File: config.mk
export PLATFORM = sky130hd
export DESIGN_NAME = simple_fpga_cvs_flat
export DESIGN_NICKNAME = d
export VERILOG_FILES = /design/src/rtl/simple_fpga_cvs_pkg.sv /design/src/rtl/simple_fpga_cvs_if.sv /design/src/rtl/simple_fpga_cvs_channel.sv /design/src/rtl/simple_fpga_cvs.sv /design/src/flat_wrapper.sv
export SDC_FILE = /design/constraint.sdc
export NUM_CORES = 1
export LEC_CHECK = 0
export CORE_MARGIN = 4
export CORE_UTILIZATION = 25
export CTS_BUF_LIST = sky130_fd_sc_hd__clkbuf_4 sky130_fd_sc_hd__clkbuf_8 sky130_fd_sc_hd__clkbuf_16
export DETAILED_ROUTE_END_ITERATION = 10
export GPL_TIMING_DRIVEN = 1
export HOLD_SLACK_MARGIN = 0.02
export RECOVER_POWER = 25
export SETUP_SLACK_MARGIN = 0.4
export SLEW_MARGIN = 20
export SYNTH_ARGS = -nofsm -noshare
export SYNTH_HDL_FRONTEND = slang
export SYNTH_HIERARCHICAL = 1
export SYNTH_SLANG_ARGS = --single-unit
File: constraint.sdc
create_clock -name clock -period 3.4 [get_ports clock]
set_clock_uncertainty 0.05 [all_clocks]
set_input_delay 0.68 -clock clock [delete_from_list [all_inputs] [get_ports clock]]
set_output_delay 0.68 -clock clock [all_outputs]
set_load 0.01 [all_outputs]
File: src/rtl/simple_fpga_cvs_pkg.sv
// rtl/simple_fpga_cvs_pkg.sv - shared sizing constants for the five-channel activity monitor
package simple_fpga_cvs_pkg;

    localparam int NUM_CH          = 5;
    localparam int CVS_SYNC_STAGES = 2;
    localparam int CVS_TIMEOUT     = 16;
    localparam int CNT_W           = $clog2(CVS_TIMEOUT);

    typedef logic [CNT_W-1:0] cvs_cnt_t;

endpackage

File: src/rtl/simple_fpga_cvs_if.sv
// rtl/simple_fpga_cvs_if.sv - monitored inputs and alive flags bundled as one port
interface simple_fpga_cvs_if;
    import simple_fpga_cvs_pkg::*;

    logic sig_in [NUM_CH-1:0];
    logic out    [NUM_CH-1:0];

    modport master (output sig_in, input out);
    modport slave  (input sig_in, output out);

endinterface

File: src/rtl/simple_fpga_cvs_channel.sv
// rtl/simple_fpga_cvs_channel.sv - one channel: synchroniser, toggle detector, idle counter, alive flag
module cvs_channel
    import simple_fpga_cvs_pkg::*;
#(
    parameter int SYNC_STAGES = CVS_SYNC_STAGES,
    parameter int TIMEOUT     = CVS_TIMEOUT
) (
    input  logic clock,
    input  logic reset_n,
    input  logic sig_in,
    output logic alive
);

    localparam int                 W       = $clog2(TIMEOUT);
    localparam logic [W-1:0]       CNT_MAX = W'(TIMEOUT - 1);

    (* ASYNC_REG = "TRUE" *) logic [SYNC_STAGES-1:0] sync_q;
    logic         prev_q;
    logic [W-1:0] cnt_q;
    logic         s;
    logic         tog;

    assign s   = sync_q[SYNC_STAGES-1];
    assign tog = s ^ prev_q;

    // A detected toggle takes priority over an expiring counter in the same cycle.
    always_ff @(posedge clock or negedge reset_n) begin
        if (!reset_n) begin
            sync_q <= '0;
            prev_q <= 1'b0;
            cnt_q  <= '0;
            alive  <= 1'b0;
        end else begin
            sync_q <= {sync_q[SYNC_STAGES-2:0], sig_in};
            prev_q <= s;
            if (tog) begin
                cnt_q <= '0;
                alive <= 1'b1;
            end else if (cnt_q == CNT_MAX) begin
                alive <= 1'b0;
            end else begin
                cnt_q <= cnt_q + 1'b1;
            end
        end
    end

endmodule

File: src/rtl/simple_fpga_cvs.sv
// rtl/simple_fpga_cvs.sv - five independent signal-activity monitors with registered alive flags
module simple_fpga_cvs
    import simple_fpga_cvs_pkg::*;
#(
    parameter int SYNC_STAGES = CVS_SYNC_STAGES,
    parameter int TIMEOUT     = CVS_TIMEOUT
) (
    input  logic              clock,
    input  logic              reset_n,
    simple_fpga_cvs_if.slave  cvs
);

    logic alive [NUM_CH-1:0];

    for (genvar g = 0; g < NUM_CH; g++) begin : g_ch
        cvs_channel #(
            .SYNC_STAGES (SYNC_STAGES),
            .TIMEOUT     (TIMEOUT)
        ) u_ch (
            .clock   (clock),
            .reset_n (reset_n),
            .sig_in  (cvs.sig_in[g]),
            .alive   (alive[g])
        );
    end

    assign cvs.out = alive;

endmodule

File: src/flat_wrapper.sv
// flat-port wrapper written by rule: the top's interface ports become plain ports
module simple_fpga_cvs_flat import simple_fpga_cvs_pkg::*;
#(
    parameter int SYNC_STAGES = CVS_SYNC_STAGES,
    parameter int TIMEOUT     = CVS_TIMEOUT
)
  (clock, reset_n, cvs_sig_in, cvs_out);
  simple_fpga_cvs_if cvs_i ();
  input  logic clock;
  input  logic reset_n;
  input wire logic [$bits(cvs_i.sig_in)-1:0] cvs_sig_in;
  output wire logic [$bits(cvs_i.out)-1:0] cvs_out;
  assign cvs_i.sig_in = {>>{cvs_sig_in}};
  assign cvs_out = {>>{cvs_i.out}};
  simple_fpga_cvs #(.SYNC_STAGES(SYNC_STAGES), .TIMEOUT(TIMEOUT)) u_core (.clock(clock), .reset_n(reset_n), .cvs(cvs_i));
endmodule
==> metrics.csv, run 1 <==
stage,metric,value,unit
status,outcome,"finished, final reports clean",
sta,RSZ-0062 raised after global routing,no,
sta,Worst-Margin Slew,0.860,ns
finish,fillcell total,580,
placement,port bufs,11,
setup_path,worst path required time,2.67,ns
finish,# nets final,150,
setup_path,Crit. End Element,output pin,
synthesis,Syn Nets,132,
drt,Post-Route WL,2110,um
clocking,# hold bufs at CTS,0,
synthesis,Unique masters post-synth,13,
global_routing,Global Route Usage Sum,0.0684,
placement,RD Place Congestion,0.742,
power,combinational power share,0.081,
sta,Fin. Hold Viols,0,
power,VDD IR max,0.000314,V
floorplanning,CORE AREA,5920,um^2
setup_path,WP buf/inv,1,
drt,Vias,892,
floorplanning,Die W,86.3,um
clocking,root buf cell,clkbuf_8,
clocking,clk_lat worst skew,0.28,ns
run,Max-Cap Viols,0,
setup_path,critical path's top delay family,buffers and inverters,
synthesis,post-synthesis register bit count,40,
floorplanning,IO Pins,12,
floorplanning,die height,86.3,um
setup_path,critical path depth,1,
sta,endpoints failing setup,0,
setup_path,CP Cell Sequence,clkdlybuf4s50_1,
power,sw power,237,uW
setup_path,reg2reg setup slack,2.18,ns
worst_hold_path,worst hold path cell count,0,
drt,DRT Pass-1 Iters,4,
clocking,CTS Buf Count,5,
power,Leak,0.000805,uW
global_routing,grt total ovfl,0,
clocking,post-CTS repair timing setup buffer count,0,
sta,period utilization,0.558,
clocking,"Reg clk slew, reported paths",0.07,ns
global_routing,largest net degree at the start of global routing,41,
finish,Synth-to-Final Area Change,21.2,%
placement,HPWL Detailed,1390,um
synthesis,Yosys top cell area share,0.653,
global_routing,initial antenna violation count,0,
drt,DRT antenna net count,0,
synthesis,"Seq/Total Area, Yosys",0.653,
power,Pwr per Cell Area,564,nW/um^2
floorplanning,Die ar.,7450,um^2
synthesis,Synth area leaders,"dfrtp_1 (65%), nor2_1 (4.9%), ha_1 (4.1%)",
setup_path,crit start category,register,
sta,setup TNS,0,ns
finish,share of layout cells above drive strength 1,0.137,
power,clock power share,0.395,
finish,post-layout util,0.314,
setup_path,cells on worst reg2reg path,4,
synthesis,post-synth top area cell,dfrtp_1,
setup_path,CP max-delay cell,clkdlybuf4s50_1,
clocking,Max clock buf depth,2,
finish,Inserted Diodes,0,
clocking,H-Tree Depth,2,
synthesis,synthesized instance count,120,
power,sw frac,0.226,
setup_path,Arrival @ worst endpoint,1.17,ns
drt,DRC Markers,0,
clocking,CTS sink count,40,
sta,max-slew violations,0,
worst_hold_path,Hold Crit Class,register to register,
global_routing,vias in the first global route,903,
setup_path,"slowest stage delay, CP",0.54,ns
power,Int Pwr,810,uW
drt,1st-iter DRT viols,25,
clocking,CTS resizes,0,
global_routing,first-pass GRT wire length,4040,um
sta,fmax,527,MHz
sta,relative slew slack,0.427,
synthesis,syn avg cell area,12.8,um^2
sta,Tmin final,1.90,ns
setup_path,CP max FO,2,
synthesis,Synth Cell Area,1530,um^2
drt,Avg WL per Cell,9.87,um
floorplanning,Cell Rows,28,
clocking,CTS tree,built,
floorplanning,Initial Utilization,0.259,
synthesis,YS warnings,6,
power,Seq pwr share,0.525,
setup_path,Setup CP Type,register to output pin,
drt,vias per cell,4.17,
==> cell usage after synthesis <==
library cell and number:
dfrtp_1 40, mux2i_1 5, nor2_1 20, ha_1 5, xor2_1 5, nor3_1 10
nand3_1 5, a31oi_1 5, nand3_2 5, nand2_1 5, a21o_2 5, xnor2_1 5
nor3b_1 5
==> placed cells by master (no fill, tap or decap) <==
master / synthesis / layout
dfrtp_1: 40 / 40
nor2_1: 20 / 20
nor3_1: 10 / 10
clkbuf_8: 0 / 7
dlygate4sd3_1: 0 / 5
clkdlybuf4s50_1: 0 / 5
xor2_1: 5 / 5
nand3_2: 5 / 5
xnor2_1: 5 / 5
nand2_1: 5 / 5
mux2i_1: 5 / 5
a21o_2: 5 / 5
a31oi_1: 5 / 5
nand3_1: 5 / 5
nor3b_1: 5 / 5
ha_1: 5 / 5
bufinv_16: 0 / 1
buf_2: 0 / 1
==> flip-flops by register name (all words and copies together), names as in the netlist <==
| register | cells |
|---|---|
| u_core/g_ch.u_ch/alive | 5 |
| u_core/g_ch.u_ch/cnt_q | 20 |
| u_core/g_ch.u_ch/prev_q | 5 |
| u_core/g_ch.u_ch/sync_q | 10 |
==> cell type report <==
type                            count  area (um^2)  area share
Sequential cell                    40         1000       0.539
Clock inverter                      1         30.0      0.0162
Clock buffer                        7         96.3      0.0519
Timing Repair Buffer               11          105      0.0566
Multi-Input combinational cell     80          532       0.286
Tap cell                           75         93.8      0.0505
==> power by group through the flow <==
stage / registers (uW) / clock network [uW] / logic, uW
after floorplan: 552 / 0 / 61.9
after global placement: 558 / 0 / 86.4
after detailed placement: 559 / 0 / 87.5
after CTS: 550 / 433 / 88.2
after global routing: 557 / 452 / 99.8
final: 550 / 413 / 84.3
==> final timing paths <==
path / to / startpoint
worst max-delay path: cvs_out[1] / u_core/g_ch[1].u_ch/alive
worst min-delay path: u_core/g_ch[1].u_ch/sync_q[1] / u_core/g_ch[1].u_ch/sync_q[0]
worst max register to register: u_core/g_ch[4].u_ch/cnt_q[1] / u_core/g_ch[4].u_ch/cnt_q[0]
worst min register to register: u_core/g_ch[1].u_ch/sync_q[1] / u_core/g_ch[1].u_ch/sync_q[0]
max in group asynchronous: u_core/g_ch[3].u_ch/cnt_q[0] / reset_n
min in group asynchronous: u_core/g_ch[2].u_ch/cnt_q[2] / reset_n
==> cells by family (layout without fill, tap and decap cells) <==
family,count (synthesis),after routing,synth area share
adder cells (fa/ha/maj),5,5,0.0408
buffers and inverters,0,19,0
AO/OA/AOI/OAI,10,10,0.0490
XOR/XNOR,10,10,0.0571
flip-flops,40,40,0.653
multiplexers,5,5,0.0327
AND/OR/NAND/NOR,50,50,0.167
==> per-stage QoR <==
step           setup slack (ns)  cell area, um^2  instances  hold WS, ns  total power, uW
4_1_cts                    1.48             1860        214        0.302             1070
3_5_place_dp               1.80             1730        206        0.285              646
3_3_place_gp               1.81             1730        206        0.283              644
6_report                   1.50             1860        214        0.300             1050
5_1_grt                    1.44             1860        214        0.306             1110
2_1_floorplan              2.26             1530        120        0.281              614
==> metal layers <==
layer  wire [um]  part of all wire  track usage  vias up
li1            -                 -            -      450
met1        1110              0.53       0.0960      424
met2         871              0.41       0.0932       16
met3         108             0.051       0.0238        2
met4          17            0.0080       0.0340        0
met5           0                 0            0        -
(Power assumes the default switching activity.)
==> inputs of run 2 (changes only) <==
==> constraint.sdc (replaced) <==
create_clock -name clock -period 1.6 [get_ports clock]
set_clock_uncertainty 0.05 [all_clocks]
set_input_delay 0.32 -clock clock [delete_from_list [all_inputs] [get_ports clock]]
set_output_delay 0.32 -clock clock [all_outputs]
set_load 0.01 [all_outputs]
==> run 2 against run 1 <==
Clock power grew 69%. Die area unchanged. Global-route usage increased by 1.1 points. Sequential cell count unchanged. Sequential share of layout area is 4.0 points lower. Clock-buffer cell count is 1 lower. Largest cell class unchanged.
==> metrics.csv, run 2 (synthesis results as in run 1) <==
stage,metric,value,unit
run,Max-Cap Viols,0,
power,power after layout,2170,uW
power,clock power share,0.321,
power,VDD IR max,0.000678,V
sta,endpoints failing setup,0,
drt,DRT antenna net count,0,
setup_path,Worst setup startpoint,u_core/g_ch[2].u_ch/alive,
clocking,clk_lat worst skew,0.29,ns
power,Pwr per Cell Area,1080,nW/um^2
clocking,CTS Buf Count,5,
setup_path,WP buf/inv,1,
power,Int Pwr,1600,uW
setup_path,cells on worst reg2reg path,4,
finish,Inserted Diodes,0,
sta,RSZ-0062 raised after global routing,yes,
setup_path,Crit. End Element,output pin,
floorplanning,Die W,86.3,um
power,sw power,572,uW
drt,Avg WL per Cell,11.1,um
global_routing,Global Route Usage Sum,0.0790,
setup_path,crit path capture,cvs_out[2],
setup_path,Arrival @ worst endpoint,0.81,ns
global_routing,first-pass GRT wire length,4510,um
drt,DRT Pass-1 Iters,3,
sta,Fin. Hold Viols,0,
clocking,CTS tree,built,
power,Seq pwr share,0.547,
power,Leak,0.000836,uW
status,outcome,"finished, final reports clean",
floorplanning,die height,86.3,um
power,sw frac,0.264,
setup_path,critical path depth,1,
sta,Tmin final,1.18,ns
setup_path,"slowest stage delay, CP",0.38,ns
global_routing,vias in the first global route,997,
placement,HPWL Detailed,1480,um
clocking,"Reg clk slew, reported paths",0.08,ns
finish,Synth-to-Final Area Change,31.3,%
clocking,root buf cell,clkbuf_8,
global_routing,initial antenna violation count,0,
clocking,Max clock buf depth,2,
floorplanning,CORE AREA,5920,um^2
clocking,CTS sink count,40,
sta,period utilization,0.740,
power,combinational power share,0.132,
finish,# nets final,165,
sta,setup ws final,0.415,ns
finish,biggest regs,"u_core/g_ch.u_ch/cnt_q: 20 flops, u_core/g_ch.u_ch/sync_q: 10 flops",
sta,fmax,844,MHz
setup_path,CP max-delay cell,dfrtp_1,
setup_path,reg2reg setup slack,0.45,ns
finish,share of layout cells above drive strength 1,0.299,
sta,relative slew slack,0.639,
setup_path,CP Cell Sequence,buf_2,
setup_path,R2R Path End,u_core/g_ch[1].u_ch/cnt_q[1],
sta,setup TNS,0,ns
drt,DRC Markers,0,
clocking,H-Tree Depth,2,
placement,RD Place Congestion,0.726,
setup_path,worst path required time,1.23,ns
finish,max reg flops,20,
finish,fillcell total,587,
finish,register with the most flip-flops,u_core/g_ch.u_ch/cnt_q,
setup_path,reg2reg start,u_core/g_ch[1].u_ch/cnt_q[1],
floorplanning,Initial Utilization,0.259,
drt,Vias,971,
finish,"commonest non-fill, non-tap cell in the layout",dfrtp_1,
floorplanning,IO Pins,12,
finish,most frequent cells in the layout,"dfrtp_1 (38), nor2_1 (20), buf_4 (13)",
placement,port bufs,11,
sta,max-slew violations,0,
setup_path,Setup CP Type,register to output pin,
floorplanning,Cell Rows,28,
global_routing,grt total ovfl,0,
sta,Worst-Margin Slew,0.541,ns
setup_path,critical path's top delay family,flip-flops,
drt,Post-Route WL,2540,um
worst_hold_path,Hold Crit Class,register to register,
global_routing,largest net degree at the start of global routing,41,
drt,vias per cell,4.24,
setup_path,CP max FO,2,
floorplanning,Die ar.,7450,um^2
drt,1st-iter DRT viols,20,
placement,DP Worst Slack,0.362,ns
setup_path,crit start category,register,
[run 2: changes by cell type in the layout (fill, tap and decap cells not counted), moves of 2 or more]
| cell | previous run | this run |
|---|---|---|
| buf_4 | 0 | 13 |
| buf_2 | 1 | 6 |
| clkdlybuf4s50_1 | 5 | 0 |
| ha_1 | 5 | 0 |
| ha_4 | 0 | 5 |
| nand3_2 | 5 | 2 |
| nand3_4 | 0 | 3 |
| clkinvlp_4 | 0 | 2 |
| dfrtp_1 | 40 | 38 |
| dfrtp_2 | 0 | 2 |
[run 2: power by group through the flow]
stage	logic [uW]	registers [uW]	clock network [uW]
6_report	286	1190	697
5_1_grt	335	1200	798
4_1_cts	219	1170	743
3_5_place_dp	196	1190	0
3_3_place_gp	188	1180	0
2_1_floorplan	132	1170	0
[run 2: layout make-up]
cell class | instances | area, um^2 | share of cell area
flip-flops and latches | 40 | 1000 | 0.499
multi-input cells | 80 | 622 | 0.309
repair buffers | 26 | 195 | 0.0970
well taps | 75 | 93.8 | 0.0466
clock buffers | 6 | 82.6 | 0.0410
clock inverters | 2 | 15.0 | 0.00746
[run 2: timing repair]
| item | in CTS | in global routing |
|---|---|---|
| buffers inserted | 4 | 9 |
| pin swaps | 0 | 2 |
| hold buffers | 1 | 0 |
| resized for setup | 25 | 11 |
| endpoints found under the setup margin | 12 | 19 |
| hold endpoints to repair | 40 | 0 |
[run 2: worst min path at each step]
stage,startpoint,to,slack [ns],cells past startpoint
after global placement,reset_n,u_core/g_ch[2].u_ch/cnt_q[2],0.26,2
after detailed placement,reset_n,u_core/g_ch[2].u_ch/cnt_q[2],0.26,2
after floorplan,reset_n,u_core/g_ch[0].u_ch/alive,-0.03,0
final,u_core/g_ch[2].u_ch/sync_q[0],u_core/g_ch[2].u_ch/sync_q[1],0.30,0
after CTS,u_core/g_ch[2].u_ch/sync_q[0],u_core/g_ch[2].u_ch/sync_q[1],0.30,0
after global routing,u_core/g_ch[2].u_ch/sync_q[0],u_core/g_ch[2].u_ch/sync_q[1],0.30,0
[run 2: routing by layer]
| metal | global-route usage | vias to the layer above | wire length, um |
|---|---|---|---|
| li1 | - | 481 | - |
| met1 | 0.0987 | 474 | 1120 |
| met2 | 0.116 | 14 | 1280 |
| met3 | 0.0409 | 2 | 119 |
| met4 | 0.0297 | 0 | 15 |
| met5 | 0 | - | 0 |
[run 2: per-stage QoR]
stage               utilization  std cells  area [um^2]  hold slack [ns]
floorplan                     -        120         1530          -0.0256
global placement          0.296        207         1750            0.260
detailed placement        0.296        207         1750            0.259
CTS                       0.317        220         1880            0.299
global route              0.340        229         2010            0.302
finish                    0.340        229         2010            0.295
